### src/rtl/wb_stage_pkg.sv
// wb_stage_pkg: shared definitions for the write-back stage.
//   - MEM->WB and WB->RF bus widths and their packed layouts
//   - indices into the 6-bit pipeline stall vector
//   - load size encodings used by the load aligner
package wb_stage_pkg;

    localparam int MEM_WB_BUS_W = 77;  // 1+32+1+5+32+1+2+1+2
    localparam int WB_RF_BUS_W  = 38;  // 1+5+32

    localparam int STALL_MEM = 4;
    localparam int STALL_WB  = 5;

    typedef enum logic [1:0] {
        LD_BYTE = 2'd0,
        LD_HALF = 2'd1,
        LD_WORD = 2'd2
    } ld_size_e;

    typedef struct packed {
        logic        valid;
        logic [31:0] pc;
        logic        rf_we;
        logic [4:0]  waddr;
        logic [31:0] result;
        logic        is_load;
        logic [1:0]  ld_size;
        logic        ld_signed;
        logic [1:0]  addr_lo;
    } mem_wb_bus_t;

    typedef struct packed {
        logic        we;
        logic [4:0]  waddr;
        logic [31:0] wdata;
    } wb_rf_bus_t;

endpackage

### src/rtl/wb_stage_load_align.sv
// load_align: combinational load lane select and sign/zero extension.
//   rdata_i     raw 32-bit word read from memory
//   addr_lo_i   effective address [1:0]
//   size_i      LD_BYTE / LD_HALF / LD_WORD
//   signed_i    1 = sign-extend, 0 = zero-extend
//   data_o      aligned, extended load value
// Misaligned accesses are trapped upstream, so addr_lo_i[0] is ignored for
// halfwords and addr_lo_i is ignored entirely for words.
module load_align
    import wb_stage_pkg::*;
(
    input  logic [31:0] rdata_i,
    input  logic [1:0]  addr_lo_i,
    input  logic [1:0]  size_i,
    input  logic        signed_i,
    output logic [31:0] data_o
);

    logic [7:0]  byte_sel;
    logic [15:0] half_sel;

    assign byte_sel = rdata_i[{addr_lo_i, 3'b000} +: 8];
    assign half_sel = addr_lo_i[1] ? rdata_i[31:16] : rdata_i[15:0];

    always_comb begin
        data_o = rdata_i;
        if (size_i == LD_BYTE) begin
            data_o = {{24{signed_i & byte_sel[7]}}, byte_sel};
        end else if (size_i == LD_HALF) begin
            data_o = {{16{signed_i & half_sel[15]}}, half_sel};
        end
    end

endmodule

### src/rtl/wb_stage.sv
// wb_stage: final stage of the 5-stage pipeline.
//   Registers the MEM->WB bus, extracts/extends load data from the data SRAM
//   and drives the regfile write port, the WB->ID forwarding bus and the
//   debug trace.
// Ports:
//   clk, rst            clock (rising edge), synchronous active-high reset
//   stall[5:0]          stall vector; [4] = MEM held, [5] = WB held
//   flush               kills the instruction entering WB
//   mem_*               MEM->WB bus
//   data_sram_rdata     sync SRAM read data, valid in a load's first WB cycle
//   rf_we/waddr/wdata   regfile write port
//   wb_fwd_*            forwarding copy (write enable ignores stall)
//   debug_wb_*          trace port
module wb_stage
    import wb_stage_pkg::*;
#(
    parameter int DW = 32,
    parameter int AW = 5
) (
    input  logic          clk,
    input  logic          rst,
    input  logic [5:0]    stall,
    input  logic          flush,
    input  logic          mem_valid,
    input  logic [31:0]   mem_pc,
    input  logic          mem_rf_we,
    input  logic [AW-1:0] mem_rf_waddr,
    input  logic [DW-1:0] mem_result,
    input  logic          mem_is_load,
    input  logic [1:0]    mem_ld_size,
    input  logic          mem_ld_signed,
    input  logic [1:0]    mem_addr_lo,
    input  logic [DW-1:0] data_sram_rdata,
    output logic          rf_we,
    output logic [AW-1:0] rf_waddr,
    output logic [DW-1:0] rf_wdata,
    output logic          wb_fwd_we,
    output logic [AW-1:0] wb_fwd_waddr,
    output logic [DW-1:0] wb_fwd_wdata,
    output logic [31:0]   debug_wb_pc,
    output logic [3:0]    debug_wb_rf_wen,
    output logic [AW-1:0] debug_wb_rf_wnum,
    output logic [DW-1:0] debug_wb_rf_wdata
);

    mem_wb_bus_t   mem_bus;
    mem_wb_bus_t   bus_d, bus_q;
    logic          fresh_d, fresh_q;
    logic [DW-1:0] rdata_d, rdata_q;
    logic [DW-1:0] ld_raw;
    logic [DW-1:0] ld_data;
    wb_rf_bus_t    wb_rf;

    // Only the MEM and WB stall bits matter to this stage.
    logic unused_stall_lo;
    assign unused_stall_lo = ^stall[3:0];

    always_comb begin
        mem_bus.valid     = mem_valid;
        mem_bus.pc        = mem_pc;
        mem_bus.rf_we     = mem_rf_we;
        mem_bus.waddr     = mem_rf_waddr;
        mem_bus.result    = mem_result;
        mem_bus.is_load   = mem_is_load;
        mem_bus.ld_size   = mem_ld_size;
        mem_bus.ld_signed = mem_ld_signed;
        mem_bus.addr_lo   = mem_addr_lo;
    end

    // The SRAM presents read data for one cycle only, so it is copied into
    // rdata_q on the load's first WB edge; later stalled cycles replay it.
    always_comb begin
        bus_d   = bus_q;
        fresh_d = 1'b0;
        rdata_d = fresh_q ? data_sram_rdata : rdata_q;
        if (flush || (stall[STALL_MEM] && !stall[STALL_WB])) begin
            bus_d = '0;
        end else if (!stall[STALL_WB]) begin
            bus_d   = mem_bus;
            fresh_d = 1'b1;
        end
    end

    // ---- MEM -> WB stage register ----
    always_ff @(posedge clk) begin
        if (rst) begin
            bus_q   <= '0;
            fresh_q <= 1'b0;
            rdata_q <= '0;
        end else begin
            bus_q   <= bus_d;
            fresh_q <= fresh_d;
            rdata_q <= rdata_d;
        end
    end

    assign ld_raw = fresh_q ? data_sram_rdata : rdata_q;

    load_align u_load_align (
        .rdata_i   (ld_raw),
        .addr_lo_i (bus_q.addr_lo),
        .size_i    (bus_q.ld_size),
        .signed_i  (bus_q.ld_signed),
        .data_o    (ld_data)
    );

    // Write only on the last WB cycle so a stalled instruction writes once.
    always_comb begin
        wb_rf.we    = bus_q.valid & bus_q.rf_we & ~stall[STALL_WB];
        wb_rf.waddr = bus_q.waddr;
        wb_rf.wdata = bus_q.is_load ? ld_data : bus_q.result;
    end

    assign rf_we             = wb_rf.we;
    assign rf_waddr          = wb_rf.waddr;
    assign rf_wdata          = wb_rf.wdata;

    // ID must see a held WB value, so forwarding ignores the WB stall.
    assign wb_fwd_we         = bus_q.valid & bus_q.rf_we;
    assign wb_fwd_waddr      = wb_rf.waddr;
    assign wb_fwd_wdata      = wb_rf.wdata;

    assign debug_wb_pc       = bus_q.pc;
    assign debug_wb_rf_wen   = {4{wb_rf.we}};
    assign debug_wb_rf_wnum  = wb_rf.waddr;
    assign debug_wb_rf_wdata = wb_rf.wdata;

endmodule
### config.mk
export PLATFORM = sky130hd
export DESIGN_NAME = wb_stage
export DESIGN_NICKNAME = d
export VERILOG_FILES = /design/src/rtl/wb_stage_pkg.sv /design/src/rtl/wb_stage_load_align.sv /design/src/rtl/wb_stage.sv
export SDC_FILE = /design/constraint.sdc
export NUM_CORES = 1
export LEC_CHECK = 0
export BUFFER_PORTS_ARGS = -buffer_cell sky130_fd_sc_hd__buf_2
export CAP_MARGIN = 10
export CORE_MARGIN = 2
export CORE_UTILIZATION = 45
export CTS_CLUSTER_DIAMETER = 120
export DETAILED_ROUTE_END_ITERATION = 10
export GPL_TIMING_DRIVEN = 1
export PLACE_DENSITY = 0.79
export SLEW_MARGIN = 20
export SYNTH_ARGS = -nofsm -noshare
export SYNTH_HDL_FRONTEND = slang
export SYNTH_HIERARCHICAL = 1
export SYNTH_SLANG_ARGS = --single-unit
### constraint.sdc
create_clock -name clk -period 2.35 [get_ports clk]
set_input_delay 0.3525 -clock clk [delete_from_list [all_inputs] [get_ports clk]]
set_output_delay 0.3525 -clock clk [all_outputs]
set_load 0.1 [all_outputs]
==> flow_metrics.tcl <==
set metrics [dict create \
    path_max_fanout 7 \
    drive_above_1_share 0.491 \
    status "finished, violations left" \
    grt_pass1_wl_um 28500 \
    worstSetupPathType "register to output pin" \
    cts_sinks 110 \
    drv_slew 0 \
    cp_data_required_time_ps 2000 \
    syn_avg_cell_area_um2 9.01 \
    yosys.area.top_type "dfxtp_1" \
    numCtsBuffers 9 \
    num_vias 5661 \
    synth_xor_area_frac 0 \
    hpwlAfterDp_um 12400 \
    post-place-ws_ps -321 \
    synth-async-reset-ratio 0 \
    dieWidth_um 125 \
    cts_buffer_depth 2 \
    clk_latency_ps 360 \
    cp-start-kind "register" \
    slew_headroom 0.460 \
    core_um2 14500 \
    p_leak_nw 3.97 \
    vdd_drop_max_mv 0.352 \
    postCtsHoldBufs 0 \
    fin_ws_ps -574 \
    fin_crit_sh 1.24 \
    area_delta_synth_final_pct 38.1 \
    dpl_cell_area_um2 7870 \
    nFillCells 1138 \
    finalSetupViolations 96 \
    finalHoldViolations 0 \
    synth-seq-cells 110 \
    yosysTopAreaCellShare 0.332 \
    tritoncts "yes" \
    synth_top_family_by_area "simple AND/OR/NAND/NOR gates" \
    synth_nets 854 \
    synth.area.top_cells "dfxtp_1, buf_4, or3b_1" \
    grt_max_degree 81 \
    synth_simple_gate_area_frac 0.238 \
    syn_area_um2 6630 \
    numPortBuffers 262 \
    rsz0062_at_grt "yes" \
    grt_pass1_vias 5514 \
    wl_per_cell_um 17.8 \
    vias_per_cell 5.25 \
    synth_warnings 6 \
    grt_usage 0.226 \
    pin_count 267 \
    antenna_found_initial 4 \
    synthAdderAreaFrac 0 \
    synth_cells 736 \
    fmax_mhz 342 \
    num_rows 44 \
    root_buffer "clkbuf_16" \
    die-area_um2 15700 \
    clk_pin_slew_worst_paths_ps 80 \
    routabilityCongestion 0.927 \
    ant_nets 0 \
    die_h_um 125 \
    post_cts_buffers 0 \
    design_area_um2 9160 \
    worst_slew_pin_slew_ps 808 \
    powerDensity_nw_per_um2 491 \
    drcViolationCount 0 \
    yosysSeqAreaShare 0.332 \
    synth_cell_types 32 \
    grt.overflow.total 0 \
    failed_checks "negative setup slack" \
    start_util 0.458 \
    synth_compound_area_frac 0.102 \
    drtIter0Drc 388 \
    hold_class "primary input to register" \
    layout_commonest_cell "buf_2" \
    synth_flop_cell "dfxtp_1" \
    drv_cap 0 \
    synth.area.mux_share 0.138 \
    wl_um 19200 \
    dr.pass1.iters 5 \
    reg2reg_depth 5 \
    cp-end-kind "output pin" \
    clock_skew_ps 2.47 \
    synth-edff-count 0 \
    fin_nets 1003 \
    post-route-min-period_ps 2920 \
    arrival_ps 2570 \
    final_cell_mix "buf_2, dfxtp_1, nand2_1" \
    cts_max_level 3 \
    min_path_cells 3 \
]
-- layout make-up --
cell class	count	area [um^2]	share of cell area
inverter	1	3.75	0.000410
antenna	4	10.0	0.00109
clock buffer	9	225	0.0246
multi-input combinational	451	3450	0.376
tap	184	230	0.0251
sequential	110	2210	0.241
timing repair buffer	312	2970	0.324
clock inverter	7	71.3	0.00778
-- worst max-delay path: stages, from the launching register on --
cell and delay (ps):
dfxtp_4 430, mux2_4 320, mux4_2 630, nand3_4 200
o21ai_1 100, mux2_4 290, buf_4 240
-- repair_timing --
item                       in CTS  in global routing
setup endpoints to repair      96                 96
resized for setup             142                120
cloned                          3                  0
-- state kept, by name, summed over array words and instances, names as in the netlist --
register	flops
debug_wb_rf_wnum	5
fresh_q	1
debug_wb_pc	32
rdata_q	32
bus_q	40
-- stage by stage --
step                       util  power, mW  std cells  setup TNS [ps]  hold slack, ps
after global placement    0.543       2.87       1055          -20170             438
after CTS                 0.598       4.47       1074          -50630             310
after floorplan               -       2.75        736          -16970             424
after detailed placement  0.543       2.88       1055          -24310             444
after global routing      0.633       4.64       1077          -56330             321
final                     0.633       4.50       1078          -50950             321
-- power breakdown --
| group | internal [mW] | switching (mW) |
|---|---|---|
| Clock | 0.761 | 0.806 |
| Sequential | 1.90 | 0.0225 |
| Combinational | 0.361 | 0.651 |
-- synth_stat cells (all sizes together), types with 2 or more instances --
cell,number
mux4,8
or2,2
and3b,8
nand3,9
or3b,77
a21oi,78
o22ai,8
nor2b,64
dfxtp,110
nand2,85
clkbuf,25
o21ai,23
a211oi,7
nor2,9
mux2,65
buf,152
-- logic make-up (layout without fill, tap and decap cells) --
| logic type | count (synthesis) | count (layout) |
|---|---|---|
| AO/OA/AOI/OAI | 118 | 118 |
| buffers and inverters | 178 | 329 |
| other | 0 | 4 |
| AND/OR/NAND/NOR | 257 | 260 |
| multiplexers | 73 | 73 |
| flip-flops | 110 | 110 |
-- path summary, 6_finish.rpt --
kind | from | endpoint | slack (ps)
worst max-delay path | fresh_q | rf_wdata[24] | -570
worst min register to register | debug_wb_pc[29] | debug_wb_pc[29] | 460
worst max register to register | fresh_q | rdata_q[24] | 880
worst min-delay path | mem_is_load | bus_q[5] | 320
-- layer usage --
| layer | vias up | track usage | part of all wire |
|---|---|---|---|
| met4 | 0 | 0.112 | 0.040 |
| met2 | 295 | 0.387 | 0.51 |
| li1 | 2708 | - | - |
| met1 | 2606 | 0.269 | 0.38 |
| met5 | - | 0 | 0 |
| met3 | 52 | 0.0449 | 0.075 |
Note: power is estimated with default switching activity, not from simulation.
